### src/rtl/dram_port_arb.sv
// dram_port_arb - N-port round-robin arbiter in front of the sdram_ctl
// command interface.
//
// Each requester holds port_req until its one-cycle port_done pulse. The
// winner's command is latched in IDLE, strobed for one cycle in ISSUE, and
// held stable through WAIT until the controller pulses dram_data_ready. If
// that pulse does not arrive within TIMEOUT_CYCLES cycles, the transaction
// ends with port_err set. Read data is captured into rdata for single reads
// and into burst_buf for bursts. Both stay valid until the next grant.
//
// Ports:
//   clk, rst            clock, synchronous active-high reset
//   port_req/_write/_burst/_addr/_wdata   per-port request fields (flattened)
//   port_done, port_err completion pulse (one-hot) and timeout flag
//   rdata, burst_buf    captured read data
//   grant_id, busy      port being served, arbiter not idle
//   dram_*              sdram_ctl command/response interface
//
// Optional feature macro: DRAM_PORT_ARB_PRIO0_EN
//   Defined: port 0 wins whenever it requests. The other ports round-robin
//   among themselves, and a port 0 grant leaves rr_ptr unchanged.
//   Undefined: pure round robin across all ports.
module dram_port_arb #(
  parameter int unsigned         N_PORTS        = 3,
  parameter int unsigned         ADDR_W         = 25,
  parameter int unsigned         DATA_W         = 16,
  parameter int unsigned         BURST_LEN      = 32,
  parameter logic [N_PORTS-1:0]  BURST_PORTS    = 3'b100,
  parameter int unsigned         TIMEOUT_CYCLES = 1024
) (
  input  logic                          clk,
  input  logic                          rst,
  input  logic [N_PORTS-1:0]            port_req,
  input  logic [N_PORTS-1:0]            port_write,
  input  logic [N_PORTS-1:0]            port_burst,
  input  logic [N_PORTS*ADDR_W-1:0]     port_addr,
  input  logic [N_PORTS*DATA_W-1:0]     port_wdata,
  output logic [N_PORTS-1:0]            port_done,
  output logic                          port_err,
  output logic [DATA_W-1:0]             rdata,
  output logic [BURST_LEN*DATA_W-1:0]   burst_buf,
  output logic [$clog2(N_PORTS)-1:0]    grant_id,
  output logic                          busy,
  input  logic                          dram_mem_ready,
  input  logic                          dram_data_ready,
  input  logic [DATA_W-1:0]             dram_read_data,
  input  logic [BURST_LEN*DATA_W-1:0]   dram_burst_data,
  output logic                          dram_refresh_data,
  output logic                          dram_write_en,
  output logic                          dram_burst_en,
  output logic [ADDR_W-1:0]             dram_addr,
  output logic [DATA_W-1:0]             dram_data_in
);

  localparam int unsigned GW = $clog2(N_PORTS);
  localparam int unsigned CW = (TIMEOUT_CYCLES > 1) ? $clog2(TIMEOUT_CYCLES) : 1;

  typedef enum logic [1:0] {
    S_IDLE,
    S_ISSUE,
    S_WAIT,
    S_DONE
  } state_t;

  state_t                        state_q, state_d;
  logic [GW-1:0]                 grant_q, grant_d;
  logic [GW-1:0]                 rr_q, rr_d;
  logic [ADDR_W-1:0]             addr_q, addr_d;
  logic [DATA_W-1:0]             wdata_q, wdata_d;
  logic                          we_q, we_d;
  logic                          burst_q, burst_d;
  logic                          err_q, err_d;
  logic [CW-1:0]                 cnt_q, cnt_d;
  logic [DATA_W-1:0]             rdata_q, rdata_d;
  logic [BURST_LEN*DATA_W-1:0]   bbuf_q, bbuf_d;

  // Winner search: first requester at or above rr_q, wrapping modulo N_PORTS.
  logic [N_PORTS-1:0] scan_req;
  logic               found;
  logic [GW-1:0]      win;
  int unsigned        idx;
  int unsigned        win_i;

  always_comb begin
    scan_req = port_req;
`ifdef DRAM_PORT_ARB_PRIO0_EN
    scan_req[0] = 1'b0;
`endif
    found = 1'b0;
    win   = '0;
    idx   = 0;
    for (int unsigned i = 0; i < N_PORTS; i++) begin
      idx = 32'(rr_q) + i;
      if (idx >= N_PORTS) idx = idx - N_PORTS;
      if (!found && scan_req[idx[GW-1:0]]) begin
        found = 1'b1;
        win   = idx[GW-1:0];
      end
    end
`ifdef DRAM_PORT_ARB_PRIO0_EN
    if (port_req[0]) begin
      found = 1'b1;
      win   = '0;
    end
`endif
    win_i = 32'(win);
  end

  always_comb begin
    state_d = state_q;
    grant_d = grant_q;
    rr_d    = rr_q;
    addr_d  = addr_q;
    wdata_d = wdata_q;
    we_d    = we_q;
    burst_d = burst_q;
    err_d   = err_q;
    cnt_d   = cnt_q;
    rdata_d = rdata_q;
    bbuf_d  = bbuf_q;
    case (state_q)
      S_IDLE: begin
        if (dram_mem_ready && found) begin
          grant_d = win;
          addr_d  = port_addr[win_i*ADDR_W +: ADDR_W];
          wdata_d = port_wdata[win_i*DATA_W +: DATA_W];
          we_d    = port_write[win];
          // Bursts only for permitted ports, and never for writes.
          burst_d = port_burst[win] & BURST_PORTS[win] & ~port_write[win];
          err_d   = 1'b0;
          cnt_d   = '0;
          state_d = S_ISSUE;
        end
      end
      S_ISSUE: state_d = S_WAIT;
      S_WAIT: begin
        if (dram_data_ready) begin
          if (!we_q) begin
            if (burst_q) bbuf_d  = dram_burst_data;
            else         rdata_d = dram_read_data;
          end
          state_d = S_DONE;
        end else if (cnt_q == CW'(TIMEOUT_CYCLES - 1)) begin
          err_d   = 1'b1;
          state_d = S_DONE;
        end else begin
          cnt_d = cnt_q + 1'b1;
        end
      end
      S_DONE: begin
`ifdef DRAM_PORT_ARB_PRIO0_EN
        if (grant_q != '0)
`endif
          rr_d = (grant_q == GW'(N_PORTS - 1)) ? '0 : grant_q + 1'b1;
        cnt_d   = '0;
        state_d = S_IDLE;
      end
      default: state_d = S_IDLE;
    endcase
  end

  always_ff @(posedge clk) begin
    if (rst) begin
      state_q <= S_IDLE;
      grant_q <= '0;
      rr_q    <= '0;
      addr_q  <= '0;
      wdata_q <= '0;
      we_q    <= 1'b0;
      burst_q <= 1'b0;
      err_q   <= 1'b0;
      cnt_q   <= '0;
      rdata_q <= '0;
      bbuf_q  <= '0;
    end else begin
      state_q <= state_d;
      grant_q <= grant_d;
      rr_q    <= rr_d;
      addr_q  <= addr_d;
      wdata_q <= wdata_d;
      we_q    <= we_d;
      burst_q <= burst_d;
      err_q   <= err_d;
      cnt_q   <= cnt_d;
      rdata_q <= rdata_d;
      bbuf_q  <= bbuf_d;
    end
  end

  always_comb begin
    port_done = '0;
    if (state_q == S_DONE) port_done[grant_q] = 1'b1;
  end

  assign port_err          = (state_q == S_DONE) && err_q;
  assign rdata             = rdata_q;
  assign burst_buf         = bbuf_q;
  assign grant_id          = grant_q;
  assign busy              = (state_q != S_IDLE);
  assign dram_refresh_data = (state_q == S_ISSUE);
  assign dram_write_en     = we_q;
  assign dram_burst_en     = burst_q;
  assign dram_addr         = addr_q;
  assign dram_data_in      = wdata_q;

endmodule

### config.mk
export PLATFORM = sky130hd
export DESIGN_NAME = dram_port_arb
export DESIGN_NICKNAME = d
export VERILOG_FILES = /design/src/rtl/dram_port_arb.sv
export SDC_FILE = /design/constraint.sdc
export NUM_CORES = 1
export LEC_CHECK = 0
export CAP_MARGIN = 20
export CORE_AREA = 5 5 482 484
export DETAILED_ROUTE_END_ITERATION = 8
export DIE_AREA = 0 0 487 489
export PLACE_DENSITY = 0.3
export SYNTH_ARGS = -nofsm -noshare
export SYNTH_HDL_FRONTEND = slang
export SYNTH_SLANG_ARGS = --single-unit
### constraint.sdc
create_clock -name clk -period 2.4 [get_ports clk]
set_input_delay 0.48 -clock clk [delete_from_list [all_inputs] [get_ports clk]]
set_output_delay 0.48 -clock clk [all_outputs]
set_load 0.05 [all_outputs]
# ---- Word-level counts from Yosys, hierarchy flattened
# Index checks and enable logic that the tools add are counted.
dict set report word_totals {
  reg_bits 588
}
dict set report op_classes {
  add_sub_neg 7
  multipliers 1
  n_lt_le_gt_ge 9
  eq_ne 10
  shift 2
  n_mux 37
  n_bitwise 5
  n_reduce_logical 17
}
# cell n
set ops {}
lappend ops {{$shiftx A75 B8 Y25} 1}
lappend ops {{$shiftx A48 B7 Y16} 1}
lappend ops {{$mux W10} 3}
lappend ops {{$pmux W10 S3} 1}
lappend ops {{$mux W2} 10}
lappend ops {{$reduce_and A4 Y1} 4}
lappend ops {{$lt A2 B3 Y1 const B} 5}
lappend ops {{$mux W1} 13}
lappend ops {{$bmux W1 S2} 6}
lappend ops {{$add A10 B1 Y10 const B} 1}
lappend ops {{$eq A10 B10 Y1 const B} 1}
lappend ops {{$ne A2 B2 Y1 const B} 4}
lappend ops {{$pmux W2 S4} 1}
lappend ops {{$mul A2 B5 Y7 const B} 1}
lappend ops {{$eq A2 B2 Y1 const B} 3}
lappend ops {{$ge A3 B2 Y1 const B} 2}
lappend ops {{$sub A2 B2 Y2 const B} 3}
lappend ops {{$logic_and A1 B1 Y1} 5}
lappend ops {{$reduce_and A2 Y1} 2}
lappend ops {{$reduce_bool A2 Y1} 2}
lappend ops {{$add A2 B1 Y3 const B} 1}
lappend ops {{$add A2 B2 Y3 const B} 1}
lappend ops {{$mux W3} 1}
lappend ops {{$ne A3 B3 Y1 const B} 1}
lappend ops {{other kinds (11)} 15}

# ---- Logic depth before layout (Yosys ltp)
dict set report depth {
  ltp_word 15
  ltp_mapped 11
  ltp_nobuf 8
}

# ---- Worst setup path after synthesis
# Ideal clock, no wire load.
dict set report synth_path {
  path_type {reg-to-output}
  startpoint {register grant_q[0], in the netlist grant_id[0]}
  endpoint {output port port_done[1]}
  arrival_ps 1940
  required_time_ps 1920
  path_slack_ps -20
  stages_incl_launch_ff 2
  path_cell_list {dfxtp_1 > nor3b_1}
}
dict set report synth_via {
  elab_chain_cells 5
  elab_cells_between_ends 6
  cone_classes {order compare: 2; mux: 3; reduce/logical: 1}
}
# element line_no
set synth_lines {}
lappend synth_lines {{start: declaration} 66} ;# logic [GW-1:0] grant_q, grant_d;
lappend synth_lines {{start signal: assignment} 177} ;# grant_q <= grant_d;
lappend synth_lines {{$lt A2 B3 Y1 (implied by the code) / $ge A2 B1 Y1 (equally long branches)} 192} ;# if (state_q == S_DONE) port_done[grant_q] = 1'b1;
lappend synth_lines {{$logic_and A1 B1 Y1 (implied by the code)} 192}
lappend synth_lines {{$mux W1 (implied by the code)} 192}
lappend synth_lines {{$demux W1 S2 *} 192}
lappend synth_lines {{$mux W3 *} 192}
lappend synth_lines {{end: declaration} 38} ;# output logic [N_PORTS-1:0] port_done,
# Every way passes the cells marked *; elsewhere a longest branch is shown, timed or not.

# ---- Worst setup path in the final report
dict set report layout_path {
  startpoint {register rr_q[0]}
  endpoint {register addr_q[21], in the netlist dram_addr[21]}
}
dict set report layout_via {
  elab_chain_cells 13
  elab_cells_between_ends 31
  cone_classes {add/sub: 5; mul: 1; order compare: 3; shift: 1; mux: 15; reduce/logical: 6}
}
# element line_no
set layout_lines {}
lappend layout_lines {{start: declaration} 67} ;# logic [GW-1:0] rr_q, rr_d;
lappend layout_lines {{start signal: assignment} 178} ;# rr_q <= rr_d;
lappend layout_lines {{parallel branches: the longest is 13 deep, another holds $mul A2 B5 Y7} --}
lappend layout_lines {{end signal: assignment} 179} ;# addr_q <= addr_d;
lappend layout_lines {{end: declaration} 68} ;# logic [ADDR_W-1:0] addr_q, addr_d;
# Several ways; the timed one is not identified. The select of a mux whose other input is x is not followed.
# A chain may end at the register's enable or synchronous reset.

==> out/results.ini <==
[clocking]
cts.sinks=588
cts-hold-fix-buffers=0
clock_latency_ps=690
clockBufferDepth=3
cts-htree-levels=3
root_buffer=clkbuf_16
cts_inserted_buffers=86
cts_tree=yes
path_clk_slew_ps=60

[pwr]
p_per_area_mw_per_mm2=689
p_total_mw=28.2
vdd_ir_drop_max_mv=0.490
p_leak_nw=16.1

[critical_path]
end_kind=flip-flop
cp.required_ps=2970
cp_max_fo=6
r2r_end=dram_addr[21]
reg2reg_depth=9
worstPathArrival_ps=3010
cp_cell_sequence=inv_2 > ha_4 > buf_4 > o41ai_4 > nor2_2 > o31a_4 > buf_12 > or2_0 > a32o_1
cp_slowest_cell=o31a_4
critPathBufInv=3
ff2ff_setup_slack_ps=-30
critPathKind=reg -> reg
critPathTopFamily=compound AO/OA/AOI/OAI gates
worst_path_largest_cell_delay_ps=390
rr_startpoint=rr_q[0]
start_kind=flip-flop

[synth]
ys_ff_latch=588
ys_seq_area_share_pct=54.7
ys_top_cells_by_area=dfxtp_1 55%, nand2_1 19%, a21oi_1 13%
synth_simple_gate_area_share_pct=22.5
ys_warn_count=0
synth_top_family_by_area=simple AND/OR/NAND/NOR gates
synth_top_area_share_pct=54.7
synthAdderAreaFrac_pct=0.523
yosysUniqueCellTypes=55
synth_xor_area_share_pct=0.163
synthesis.nets=3368
synthMuxAreaShare_pct=2.20
synth_area_mm2=0.0215
synth_compound_area_share_pct=15.6
syn_inst=2695
synth_area_per_cell_um2=7.98
yosys.area.top_type=dfxtp_1

[layout]
mostFrequentLayoutCells=1110 x nand2_1, 660 x clkdlybuf4s50_1, 584 x dfxtp_1
drive_above_1_share_pct=12.0
fin_nets=4666
final_cell_count_no_fill=7087
multi_input_area_mm2=0.00901
area_growth_pct=90.2
fin_util_pct=18.0
nFillCells=25900
final-seq-area_mm2=0.0118
final_common_cell=nand2_1
fin_area_mm2=0.0409

[global_route]
grt_pass1_vias=24500
grt_max_degree=110
gr-total-overflow=0
grt_first_pass_wirelength_um=221000
antenna_found_initial=104
grt_usage_pct=13.5

[sta]
rsz0062_at_grt=yes
relSlewSlack_pct=51.3
worst_slack_ps=-32.3
drv_slew=0
tightest_slew_ps=733
hold_slack_ps=145
hold_viol=0
fmax_mhz=411
setup_viol=28
finalCriticalPeriod_ps=2430
skew_ps=25.9
finalCritPeriodShare_pct=101

[placed_design]
port-buffer-count=1240
dp_hpwl_um=137000
dpl_cell_area_mm2=0.0381
gp_congestion=0.792
post-place-cells=6891

[drt]
dr_total_vias=23900
ant_nets=0
first_pass_iters=5
routed_wl_um=169000
drtIter0Drc=937
drcViolationCount=0
wl_per_cell_um=23.8
via_per_inst=3.38

[floorplanning]
die_w_um=487
ioPinCount=1243
die_h_um=489
coreArea_mm2=0.227
start_util_pct=9.49
fp-row-count=175
dieArea_mm2=0.238

[run_status]
status=finished, violations left
violations=setup timing

[min_path]
hp-start=rst
holdPathEnd=rdata[13]
min_path_type=in -> reg
hold_depth=2

[flow_run]
maxCapViolations=0

cells in the mapped netlist (all sizes together):
master   count
a32o        43
clkbuf     134
mux2i       47
ha           9
o21ai        8
a21oi      540
o211a        1
o211ai       2
nand3b       4
o31ai        4
o22ai        1
or3          2
o21a         1
a211oi       3
dfxtp      588
or2         44
a311oi       1
a41oi        1
nand2     1111
and4         1
o22a         1
nand4bb      1
nor2b        3
buf         70
xnor2        4
inv          8
nor3         8
o31a         1
a21o         1
and3         1
nor3b        3
nor4         2
a21bo        1
nand2b       3
nand4        3
o41ai        1
or4b         1
nor2        24
nand4b       1
and2         5
or4          1
a31oi        1
nand3        6
layer usage:
| metal | vias up | GRT usage (%) | part of all wire, % |
|---|---|---|---|
| met3 | 243 | 6.95 | 12 |
| met1 | 11100 | 14.7 | 38 |
| met2 | 968 | 22.9 | 47 |
| li1 | 11500 | - | - |
| met5 | - | 0 | 0.33 |
| met4 | 84 | 3.55 | 2.2 |
power by group:
group	internal, mW	switching (mW)
clock network	7.38	5.32
logic	2.35	2.86
registers	10.0	0.263
cell type report:
cell class	instances	share of cell area (%)
repair buffers	1413	33.1
flip-flops and latches	588	28.8
multi-input cells	1896	22.0
well taps	3009	9.20
clock buffers	124	6.03
clock inverters	30	0.691
diodes	19	0.116
inverters	8	0.0734
flip-flops by register name (all words and copies together) (netlist names):
register,cells
rr_q,2
dram_addr,25
err_q,1
dram_write_en,1
dram_burst_en,1
rdata,16
state_q,2
cnt_q,10
grant_id,2
burst_buf,512
dram_data_in,16
stage by stage:
step	setup TNS (ps)	worst slack [ps]
finish	-312	-32.3
detailed placement	-23530	-411
floorplan	0	14.9
CTS	-446	-89.8
global placement	-42370	-763
global route	-3600	-114
cell families (layout without fill, tap and decap cells):
kind of cell,after synthesis,after routing
simple gates,1224,1224
compound gates,611,612
flops,588,588
buf+inv,212,1575
mux,47,47
fa+ha+maj,9,9
xor+xnor,4,4
other cells,0,19
timing repair:
action / 4_1_cts / 5_1_grt
gates resized for setup: 473 / 19
setup buffers: 11 / 4
hold endpoints to repair: 0 / 0
pin swaps: 13 / 18
endpoints found under the setup margin: 488 / 43
cloned: 7 / 4
worst max path at each step:
stage	from	endpoint	slack (ps)	depth (start not counted)
after global placement	port_req[1]	dram_addr[16]	-760	8
after detailed placement	port_req[2]	dram_addr[21]	-410	9
after floorplan	grant_id[1]	port_done[2]	10	1
after global routing	rr_q[0]	dram_data_in[14]	-110	9
final	rr_q[0]	dram_addr[21]	-30	9
after CTS	rr_q[0]	dram_addr[16]	-90	10
(Power assumes the default switching activity.)
